[src/rtl/clone_detect.sv]
// ---------------------------------------------------------------------------
// clone_detect
//
// Purpose:
//   Tells a genuine console from a "new-type" famiclone by watching PPU reads.
//   After power-on the cartridge grounds CIRAM_CE and /A13 for INIT_CYCLES m2
//   cycles. It then samples a set of PPU reads with A13=0 and with A13=1. On
//   real hardware the console's inverted-A13 line is always the complement of
//   A13. If a sampled read shows them equal, that read counts as a mismatch.
//   Once enough mismatches are seen the block declares a clone. The verdict
//   can also be forced through `mode`.
//
// Ports:
//   m2           in   1  sole clock; every state update is on its rising edge
//   reset        in   1  synchronous, active-high reset
//   ppu_rd_in    in   1  PPU read strobe, active low
//   ppu_a13      in   1  PPU address bit 13
//   ppu_not_a13  in   1  console-side inverted A13 line
//   mode         in   2  00 auto, 01 force normal, 10 force clone,
//                        11 auto with timeout disabled
//   rearm        in   1  single-cycle pulse; restarts detection from OBSERVE
//   hold_low     out  1  high while CIRAM_CE and /A13 must be driven low
//   clone        out  1  famiclone detected or forced
//   done         out  1  high in DECIDED
//   state        out  2  00 INIT, 01 OBSERVE, 10 DECIDED
//
// Every output comes straight from a flop.
// ---------------------------------------------------------------------------
module clone_detect #(
  parameter int INIT_CYCLES    = 15,
  parameter int LOW_SAMPLES    = 3,
  parameter int HIGH_SAMPLES   = 3,
  parameter int MISMATCH_MIN   = 1,
  parameter int TIMEOUT_CYCLES = 65535
) (
  input  logic       m2,
  input  logic       reset,
  input  logic       ppu_rd_in,
  input  logic       ppu_a13,
  input  logic       ppu_not_a13,
  input  logic [1:0] mode,
  input  logic       rearm,
  output logic       hold_low,
  output logic       clone,
  output logic       done,
  output logic [1:0] state
);

  localparam logic [1:0] ST_INIT    = 2'b00;
  localparam logic [1:0] ST_OBSERVE = 2'b01;
  localparam logic [1:0] ST_DECIDED = 2'b10;

  localparam logic [1:0] MODE_AUTO   = 2'b00;
  localparam logic [1:0] MODE_NORMAL = 2'b01;
  localparam logic [1:0] MODE_CLONE  = 2'b10;
  localparam logic [1:0] MODE_NO_TO  = 2'b11;

  localparam logic [15:0] INIT_LOAD    = 16'(INIT_CYCLES - 1);
  localparam logic [15:0] TIMEOUT_LAST = 16'(TIMEOUT_CYCLES - 1);
  localparam logic [7:0]  LOW_LIMIT    = 8'(LOW_SAMPLES);
  localparam logic [7:0]  HIGH_LIMIT   = 8'(HIGH_SAMPLES);
  localparam logic [7:0]  MISMATCH_LIM = 8'(MISMATCH_MIN);

  // Registered outputs
  logic [1:0]  state_q,    state_d;
  logic        hold_low_q, hold_low_d;
  logic        clone_q,    clone_d;
  logic        done_q,     done_d;

  // Counters
  logic [15:0] init_cnt_q,    init_cnt_d;
  logic [15:0] timeout_cnt_q, timeout_cnt_d;
  logic [7:0]  low_cnt_q,     low_cnt_d;
  logic [7:0]  high_cnt_q,    high_cnt_d;
  logic [7:0]  mismatch_q,    mismatch_d;

  // Input sampling. The address lines are captured in the same stage as the
  // first read-strobe sample, so they describe the read being qualified.
  logic        rd_s1_q,  rd_s1_d;
  logic        rd_s2_q,  rd_s2_d;
  logic        a13_s_q,  a13_s_d;
  logic        na13_s_q, na13_s_d;

  // Per-cycle helper terms
  logic        qual_rd;
  logic        count_low;
  logic        count_high;
  logic        counted;
  logic        forced;
  logic        complete;
  logic        early_hit;
  logic        timed_out;

  // A falling edge is a low sample that follows a high sample. This allows at
  // most one qualified read per cycle.
  assign qual_rd = ~rd_s1_q & rd_s2_q;

  // A read is counted only while its class still needs samples. A read that is
  // not counted cannot add a mismatch.
  assign count_low  = qual_rd & ~a13_s_q & (low_cnt_q  < LOW_LIMIT);
  assign count_high = qual_rd &  a13_s_q & (high_cnt_q < HIGH_LIMIT);
  assign counted    = count_low | count_high;

  assign forced = (mode == MODE_NORMAL) || (mode == MODE_CLONE);

  always_comb begin
    // Default: hold every register.
    state_d       = state_q;
    clone_d       = clone_q;
    init_cnt_d    = init_cnt_q;
    timeout_cnt_d = timeout_cnt_q;
    low_cnt_d     = low_cnt_q;
    high_cnt_d    = high_cnt_q;
    mismatch_d    = mismatch_q;

    rd_s1_d  = ppu_rd_in;
    rd_s2_d  = rd_s1_q;
    a13_s_d  = ppu_a13;
    na13_s_d = ppu_not_a13;

    complete  = 1'b0;
    early_hit = 1'b0;
    timed_out = 1'b0;

    case (state_q)
      ST_INIT: begin
        if (init_cnt_q == 16'd0) begin
          // A forced mode still runs the grounding phase.
          // It then skips observation.
          if (forced) begin
            state_d = ST_DECIDED;
            clone_d = (mode == MODE_CLONE);
          end else begin
            state_d = ST_OBSERVE;
          end
        end else begin
          init_cnt_d = init_cnt_q - 16'd1;
        end
      end

      ST_OBSERVE: begin
        if (rearm) begin
          state_d       = ST_OBSERVE;
          clone_d       = 1'b0;
          timeout_cnt_d = 16'd0;
          low_cnt_d     = 8'd0;
          high_cnt_d    = 8'd0;
          mismatch_d    = 8'd0;
        end else if (forced) begin
          state_d = ST_DECIDED;
          clone_d = (mode == MODE_CLONE);
        end else begin
          if (count_low) begin
            low_cnt_d = low_cnt_q + 8'd1;
          end
          if (count_high) begin
            high_cnt_d = high_cnt_q + 8'd1;
          end
          if (counted && (a13_s_q == na13_s_q) && (mismatch_q != 8'hFF)) begin
            mismatch_d = mismatch_q + 8'd1;
          end

          // Decisions use the next-state counters.
          // A read counted this cycle therefore takes part immediately.
          complete  = (low_cnt_d >= LOW_LIMIT) && (high_cnt_d >= HIGH_LIMIT);
          early_hit = (mismatch_d >= MISMATCH_LIM);
          timed_out = (mode != MODE_NO_TO) && (timeout_cnt_q >= TIMEOUT_LAST);

          // Priority: completion first, then an early mismatch verdict,
          // then the timeout.
          if (complete) begin
            state_d = ST_DECIDED;
            clone_d = early_hit;
          end else if (early_hit) begin
            state_d = ST_DECIDED;
            clone_d = 1'b1;
          end else if (timed_out) begin
            state_d = ST_DECIDED;
            clone_d = 1'b0;
          end else if (mode != MODE_NO_TO) begin
            timeout_cnt_d = timeout_cnt_q + 16'd1;
          end
        end
      end

      ST_DECIDED: begin
        if (rearm) begin
          state_d       = ST_OBSERVE;
          clone_d       = 1'b0;
          timeout_cnt_d = 16'd0;
          low_cnt_d     = 8'd0;
          high_cnt_d    = 8'd0;
          mismatch_d    = 8'd0;
        end else if (mode == MODE_NORMAL) begin
          clone_d = 1'b0;
        end else if (mode == MODE_CLONE) begin
          clone_d = 1'b1;
        end
        // Otherwise the verdict stays as it is until rearm or reset.
      end

      default: begin
        // Code 11 cannot be reached. If it appears anyway,
        // restart the power-on sequence cleanly.
        state_d       = ST_INIT;
        clone_d       = 1'b0;
        init_cnt_d    = INIT_LOAD;
        timeout_cnt_d = 16'd0;
        low_cnt_d     = 8'd0;
        high_cnt_d    = 8'd0;
        mismatch_d    = 8'd0;
      end
    endcase

    // hold_low depends on the state alone, so rearm can never raise it.
    hold_low_d = (state_d == ST_INIT);
    done_d     = (state_d == ST_DECIDED);
  end

  always_ff @(posedge m2) begin
    if (reset) begin
      state_q       <= ST_INIT;
      hold_low_q    <= 1'b1;
      clone_q       <= 1'b0;
      done_q        <= 1'b0;
      init_cnt_q    <= INIT_LOAD;
      timeout_cnt_q <= 16'd0;
      low_cnt_q     <= 8'd0;
      high_cnt_q    <= 8'd0;
      mismatch_q    <= 8'd0;
      // Both strobe samples start high, so reset itself cannot create an edge.
      rd_s1_q       <= 1'b1;
      rd_s2_q       <= 1'b1;
      a13_s_q       <= 1'b0;
      na13_s_q      <= 1'b1;
    end else begin
      state_q       <= state_d;
      hold_low_q    <= hold_low_d;
      clone_q       <= clone_d;
      done_q        <= done_d;
      init_cnt_q    <= init_cnt_d;
      timeout_cnt_q <= timeout_cnt_d;
      low_cnt_q     <= low_cnt_d;
      high_cnt_q    <= high_cnt_d;
      mismatch_q    <= mismatch_d;
      rd_s1_q       <= rd_s1_d;
      rd_s2_q       <= rd_s2_d;
      a13_s_q       <= a13_s_d;
      na13_s_q      <= na13_s_d;
    end
  end

  assign hold_low = hold_low_q;
  assign clone    = clone_q;
  assign done     = done_q;
  assign state    = state_q;

endmodule

[config.mk]
export PLATFORM = sky130hd
export DESIGN_NAME = clone_detect
export DESIGN_NICKNAME = d
export VERILOG_FILES = /design/src/rtl/clone_detect.sv
export SDC_FILE = /design/constraint.sdc
export NUM_CORES = 1
export LEC_CHECK = 0
export CAP_MARGIN = 20
export CORE_UTILIZATION = 55
export CTS_BUF_LIST = sky130_fd_sc_hd__clkbuf_2
export DETAILED_ROUTE_END_ITERATION = 10
export PLACE_DENSITY = 0.73
export SLEW_MARGIN = 5
export SYNTH_ARGS = -nofsm -noshare
export SYNTH_HDL_FRONTEND = slang
export SYNTH_SLANG_ARGS = --single-unit
[constraint.sdc]
create_clock -name m2 -period 5.3 [get_ports m2]
set_input_delay 1.06 -clock m2 [delete_from_list [all_inputs] [get_ports m2]]
set_output_delay 1.06 -clock m2 [all_outputs]
set_load 0.02 [all_outputs]
## After elaboration in Yosys (flattened, before gate mapping)

Index checks and enable logic that the tools add are counted.

| storage, ports and cells | value |
|---|---|
| output and inout port bits | 5 |
| flip-flop bits (word level) | 65 |

| operators by class | value |
|---|---|
| eq/ne operators | 19 |
| bitwise operators | 10 |
| add/sub/neg operators | 5 |
| reduce and logical (&&, ||, !) cells | 13 |
| multiplexer cells | 52 |
| order comparisons | 6 |

Operator list:

| operator | number |
|---|---|
| two-way mux 8 bit | 19 |
| two-way mux 16 bit | 8 |
| one-hot mux 8 bit (3 select lines) | 3 |
| one-hot mux 16 bit (3 select lines) | 1 |
| one-hot mux 16 bit (2 select lines) | 1 |
| adder 8 x 1 -> 8 bit (second input constant) | 3 |
| adder 16 x 1 -> 16 bit (second input constant) | 1 |
| >= comparator 16 bit (second input constant) | 1 |
| >= comparator 8 x 2 -> 1 bit (second input constant) | 2 |
| logical NOT 16 bit | 1 |
| < comparator 8 x 2 -> 1 bit (second input constant) | 2 |
| two-way mux 2 bit | 8 |
| subtractor 16 x 1 -> 16 bit (second input constant) | 1 |
| != test 3 bit (second input constant) | 5 |
| two-way mux 1 bit | 10 |
| != test 2 bit (second input constant) | 5 |
| >= comparator 8 x 1 -> 1 bit (second input constant) | 1 |
| != test 8 bit (second input constant) | 1 |
| AND reduction 7 bit | 1 |
| == test 2 bit (second input constant) | 3 |
| != test 6 bit (second input constant) | 1 |
| one-hot mux 2 bit (3 select lines) | 1 |
| AND 1 bit | 5 |
| == test 2 x 1 -> 1 bit (second input constant) | 2 |
| 12 further kinds | 19 |

## Logic depth before layout (Yosys ltp)

| depth | value |
|---|---|
| depth in word-level cells | 18 |
| gate-level depth with buffers | 12 |

## Least setup slack after synthesis

OpenSTA, ideal clock, no wires.

| timing path | value |
|---|---|
| kind | input to register |
| from | input port mode[0] |
| to | register timeout_cnt_q[6] |
| data arrival time | 3082 ps |
| setup slack | 2103 ps |
| stages on the path | 12 |
| cell sequence | inv_1 ha_1 nor2b_1 nor2_1 nor2_1 nor2_1 nand4b_1 o22a_1 buf_2 buf_2 o31a_1 o21a_1 |

| on the way | value |
|---|---|
| cells in the longest elaborated chain, start to end | 4 |
| elaborated cells between the ends (all ways) | 9 |
| those cells by class | eq/ne: 6; reduce/logical: 3 |

RTL lines:

| item | RTL line | RTL |
|---|---|---|
| from (decl) | 41 | `input logic [1:0] mode,` |
| != test 2 bit, or another cell as far along | 167, 180 |  |
| logical AND 1 bit or logical OR 1 bit (tied branches) | 167, 104 |  |
| != test 3 bit (no line) | -- |  |
| AND reduction 7 bit (no line) * | -- |  |
| to (signal assigned) | 242 | `timeout_cnt_q <= timeout_cnt_d;` |
| to (decl) | 72 | `logic [15:0] timeout_cnt_q, timeout_cnt_d;` |

Mark *: on every way between the ends. The rest lies on a longest branch, timed or not.
A chain may end at the register's enable or synchronous reset.

## Worst setup path after layout

| timing path | value |
|---|---|
| from | input port mode[0] |
| to | register timeout_cnt_q[5] |

Same word-level chain as after synthesis.

==> flow_summary_export.csv <==
group,metric,value,unit
drt,vias,2773,
power_and_ir_drop,p_switching,204.0,µW
global_routing,grt_use_met1,29.81,%
synthesis,synth_edf_count,0,
critical_path,cp-start-kind,"input port",
placed_design,dpl_worst_slack,992.3,ps
cts,holdBufCountCts,0,
cts,cts_tree,"yes",
synthesis,syn_nets,416,
cts,cts_made_buffers,9,
floorplanning,io_pins,13,
drt,drt_iter0_drc,148,
critical_path,worstSetupEndpointType,"flop",
critical_path,path_common_cell,"nor2_1",
global_routing,track_usage,21.68,%
sta,rsz0062_at_grt,"no",
global_routing,grt_max_degree,29,
cells_and_area,layout_commonest_cell,"dfxtp_1",
critical_path,cp_slowest_stage_delay,610,ps
global_routing,grt_pass1_wl,10850,µm
critical_path,cp.required,5700,ps
power_and_ir_drop,vdd_drop_max,180.7,µV
cells_and_area,regArea,1301,µm²
sta,finalMaxSlewViolations,0,
cts,clockBufferDepth,2,
synthesis,synthAdderAreaFrac,4.842,%
sta,finalClockSkew,19.05,ps
sta,hold_viol,0,
synthesis,synth-simple-area-share,31.77,%
power_and_ir_drop,p_seq_share,56.9,%
global_routing,grt_overflow,0,
critical_path,reg2reg_depth,8,
cells_and_area,fill_cells,529,
sta,finalSetupViolCount,0,
floorplanning,die_w,80.16,µm
sta,relSlewSlack,32.82,%
flow_run,cap_violations,0,
drt,wl_per_cell,13.00,µm
cts,cts.sinks,65,
floorplanning,die_area,6425,µm²
cts,cts.reportedPaths.clkPinSlew,170,ps
sta,worstMarginPinSlew,1006,ps
drt,vias_per_cell,5.741,
synthesis,mappedNetlistArea,3359,µm²
synthesis,syn_inst,395,
power_and_ir_drop,power.static_leakage,0.001337,µW
power_and_ir_drop,internal_power,674.8,µW
global_routing,grt_pass1_vias,2393,
cells_and_area,antennaDiodeCount,0,
cells_and_area,final_cell_mix,"dfxtp_1 (65), nor2_1 (47), nand2_1 (33)",
sta,setup_slack,1462,ps
cts,cts_max_level,3,
synthesis,synthMuxAreaShare,1.192,%
cells_and_area,area_delta_synth_final,8.715,%
sta,period_minus_slack,3838,ps
cts,postCtsSetupBuffers,0,
synthesis,avgSynthCellArea,8.505,µm²
synthesis,synth-xor-area-share,4.693,%
power_and_ir_drop,netSwitchingFraction,23.21,%
critical_path,startpoint,"mode[0]",
power_and_ir_drop,clkPwrFrac,37.7,%
global_routing,antenna_found_initial,0,
synthesis,ys_ff_latch,65,
drt,dr.pass1.iters,5,
drt,drt-total-wl,6280,µm
synthesis,synth_ff_type,"dfxtp_1",
min_path,min_path_type,"reg2reg",
cells_and_area,drive_gt1_share,9.069,%
cells_and_area,multiInputGateArea,1942,µm²
cts,cts_root_buf,"clkbuf_2",
sta,tns,0,ps
drt,detail-route-antenna-nets,0,
synthesis,synth_warnings,0,
power_and_ir_drop,comb_power_share,5.5,%
global_routing,top_usage_layer,"met2",
critical_path,timing.rr.end,"timeout_cnt_q[5]$_SDFFE_PP0P_",
cells_and_area,fin_util,61.69,%
critical_path,cp.arrival,4240,ps
floorplanning,coreArea,5921,µm²
critical_path,crit_fanout,28,
synthesis,synth_compound_area_share,15.31,%
drt,remaining_drc_errors,0,
floorplanning,start_util,56.74,%
synthesis,async_flop_share,0,%
min_path,hold_start,"low_cnt_q[5]$_SDFFE_PP0P_",
placed_design,place_congestion,0.8513,
critical_path,worst-r2r-setup-slack,2050,ps
critical_path,endpoint,"timeout_cnt_q[5]$_SDFFE_PP0P_",
critical_path,crit_chain,"clkdlybuf4s50_1 -> inv_1 -> ha_1 -> nor2b_1 -> nor2_1 -> nor2_1 -> nor2_1 -> nand4b_1 -> o22a_1 -> or4_1 -> a21oi_1",
synthesis,ys_seq_area_share,38.73,%
sta,clock.fmax,260.5,MHz
floorplanning,rows,28,
critical_path,regToRegStartpoint,"high_cnt_q[7]$_SDFFE_PP0P_",
cts,clock_latency,470,ps
global_routing,use_met3,6.932,%
synthesis,ys_types,57,
critical_path,crit_slowest_cell,"or4_1",
cts,cts_resized,0,
placed_design,dp_hpwl,4455,µm
critical_path,worstSetupPathType,"in2reg",
synthesis,synth_top_family_by_area,"simple AND/OR/NAND/NOR gates",
cells_and_area,num-nets-final,424,
floorplanning,die_h,80.16,µm
global_routing,grt_use_met2,32.65,%
sta,period_share,72.42,%
placed_design,portBuffers,12,
run_status,status,"complete, no violations",
power_and_ir_drop,powerDensity,240.6,nW/µm²
==> final cells by class <==
cell class / count / share of cell area (%)
clock buffers: 11 / 1.507
clock inverters: 5 / 2.193
inverters: 12 / 1.233
multi-input cells: 301 / 53.17
flip-flops and latches: 65 / 35.63
well taps: 75 / 2.569
repair buffers: 14 / 3.700
==> how the worst min path moves through the flow <==
stage / endpoint / depth (start not counted) / slack (ps)
6_report: low_cnt_q[5]$_SDFFE_PP0P_ / 1 / 490
4_1_cts: high_cnt_q[5]$_SDFFE_PP0P_ / 1 / 490
5_1_grt: low_cnt_q[4]$_SDFFE_PP0P_ / 1 / 510
3_3_place_gp: low_cnt_q[4]$_SDFFE_PP0P_ / 1 / 440
2_1_floorplan: high_cnt_q[5]$_SDFFE_PP0P_ / 1 / 430
3_5_place_dp: low_cnt_q[5]$_SDFFE_PP0P_ / 1 / 450
==> registers in the layout, summed over array words and instances (netlist names) <==
name,flops
timeout_cnt_q,16
clone,1
a13_s_q,1
rd_s2_q,1
done,1
hold_low,1
high_cnt_q,8
init_cnt_q,16
rd_s1_q,1
low_cnt_q,8
state,2
mismatch_q,8
na13_s_q,1
==> synthesized netlist by cell type (7+ instances only) <==
cell,number,share of area [%]
and2_1,13,2.4
nor3_1,10,1.5
and3_1,8,1.5
inv_1,12,1.3
xnor2_1,7,1.8
o31ai_1,7,1.6
nand2_1,33,3.7
nor2_1,47,5.3
a21oi_1,26,3.9
or4_1,10,2.2
dfxtp_1,65,39
o21ai_0,13,1.9
nand3_1,10,1.5
xor2_1,11,2.9
ha_1,13,4.8
or2_2,7,1.3
nand3b_1,7,1.6
clkbuf_1,11,1.2
==> worst max-delay path, delay by kind of cell <==
kind	cells	cell delay, ps
adders and majority gates	1	390
and+or+nand+nor	6	1540
AOI/OAI and AO/OA	2	690
buffers and inverters	2	550
==> per-layer routing <==
metal | share of wire (%) | up-vias
met2 | 44 | 39
met4 | 0.48 | 0
li1 | - | 1433
met1 | 52 | 1299
met3 | 3.2 | 2
met5 | 0 | -
==> through the flow <==
| step | instance area (µm²) | hold WS, ps | cells | total power, µW |
|---|---|---|---|---|
| 6_report | 3652 | 487.9 | 483 | 878.8 |
| 5_1_grt | 3652 | 509.2 | 483 | 920.2 |
| 3_5_place_dp | 3517 | 446.4 | 467 | 557.8 |
| 4_1_cts | 3652 | 485.7 | 483 | 890.8 |
| 3_3_place_gp | 3517 | 442.6 | 467 | 556.8 |
| 2_1_floorplan | 3359 | 430.5 | 395 | 544.1 |
==> power by group through the flow <==
stage | combinational (µW) | clock [µW] | sequential (µW)
3_3_place_gp | 47.1 | 0 | 510
6_report | 47.9 | 331 | 500
2_1_floorplan | 35.1 | 0 | 509
3_5_place_dp | 47.9 | 0 | 510
5_1_grt | 54.6 | 364 | 501
4_1_cts | 48.2 | 343 | 500
==> cell families (layout without fill, tap and decap cells) <==
| group | count (synthesis) | in the layout |
|---|---|---|
| AND/OR/NAND/NOR | 188 | 188 |
| adder cells (fa/ha/maj) | 13 | 13 |
| flip-flops | 65 | 65 |
| buffers and inverters | 29 | 42 |
| multiplexers | 4 | 4 |
| AO/OA/AOI/OAI | 78 | 78 |
| XOR/XNOR | 18 | 18 |
Note: power is estimated with default switching activity, not from simulation.
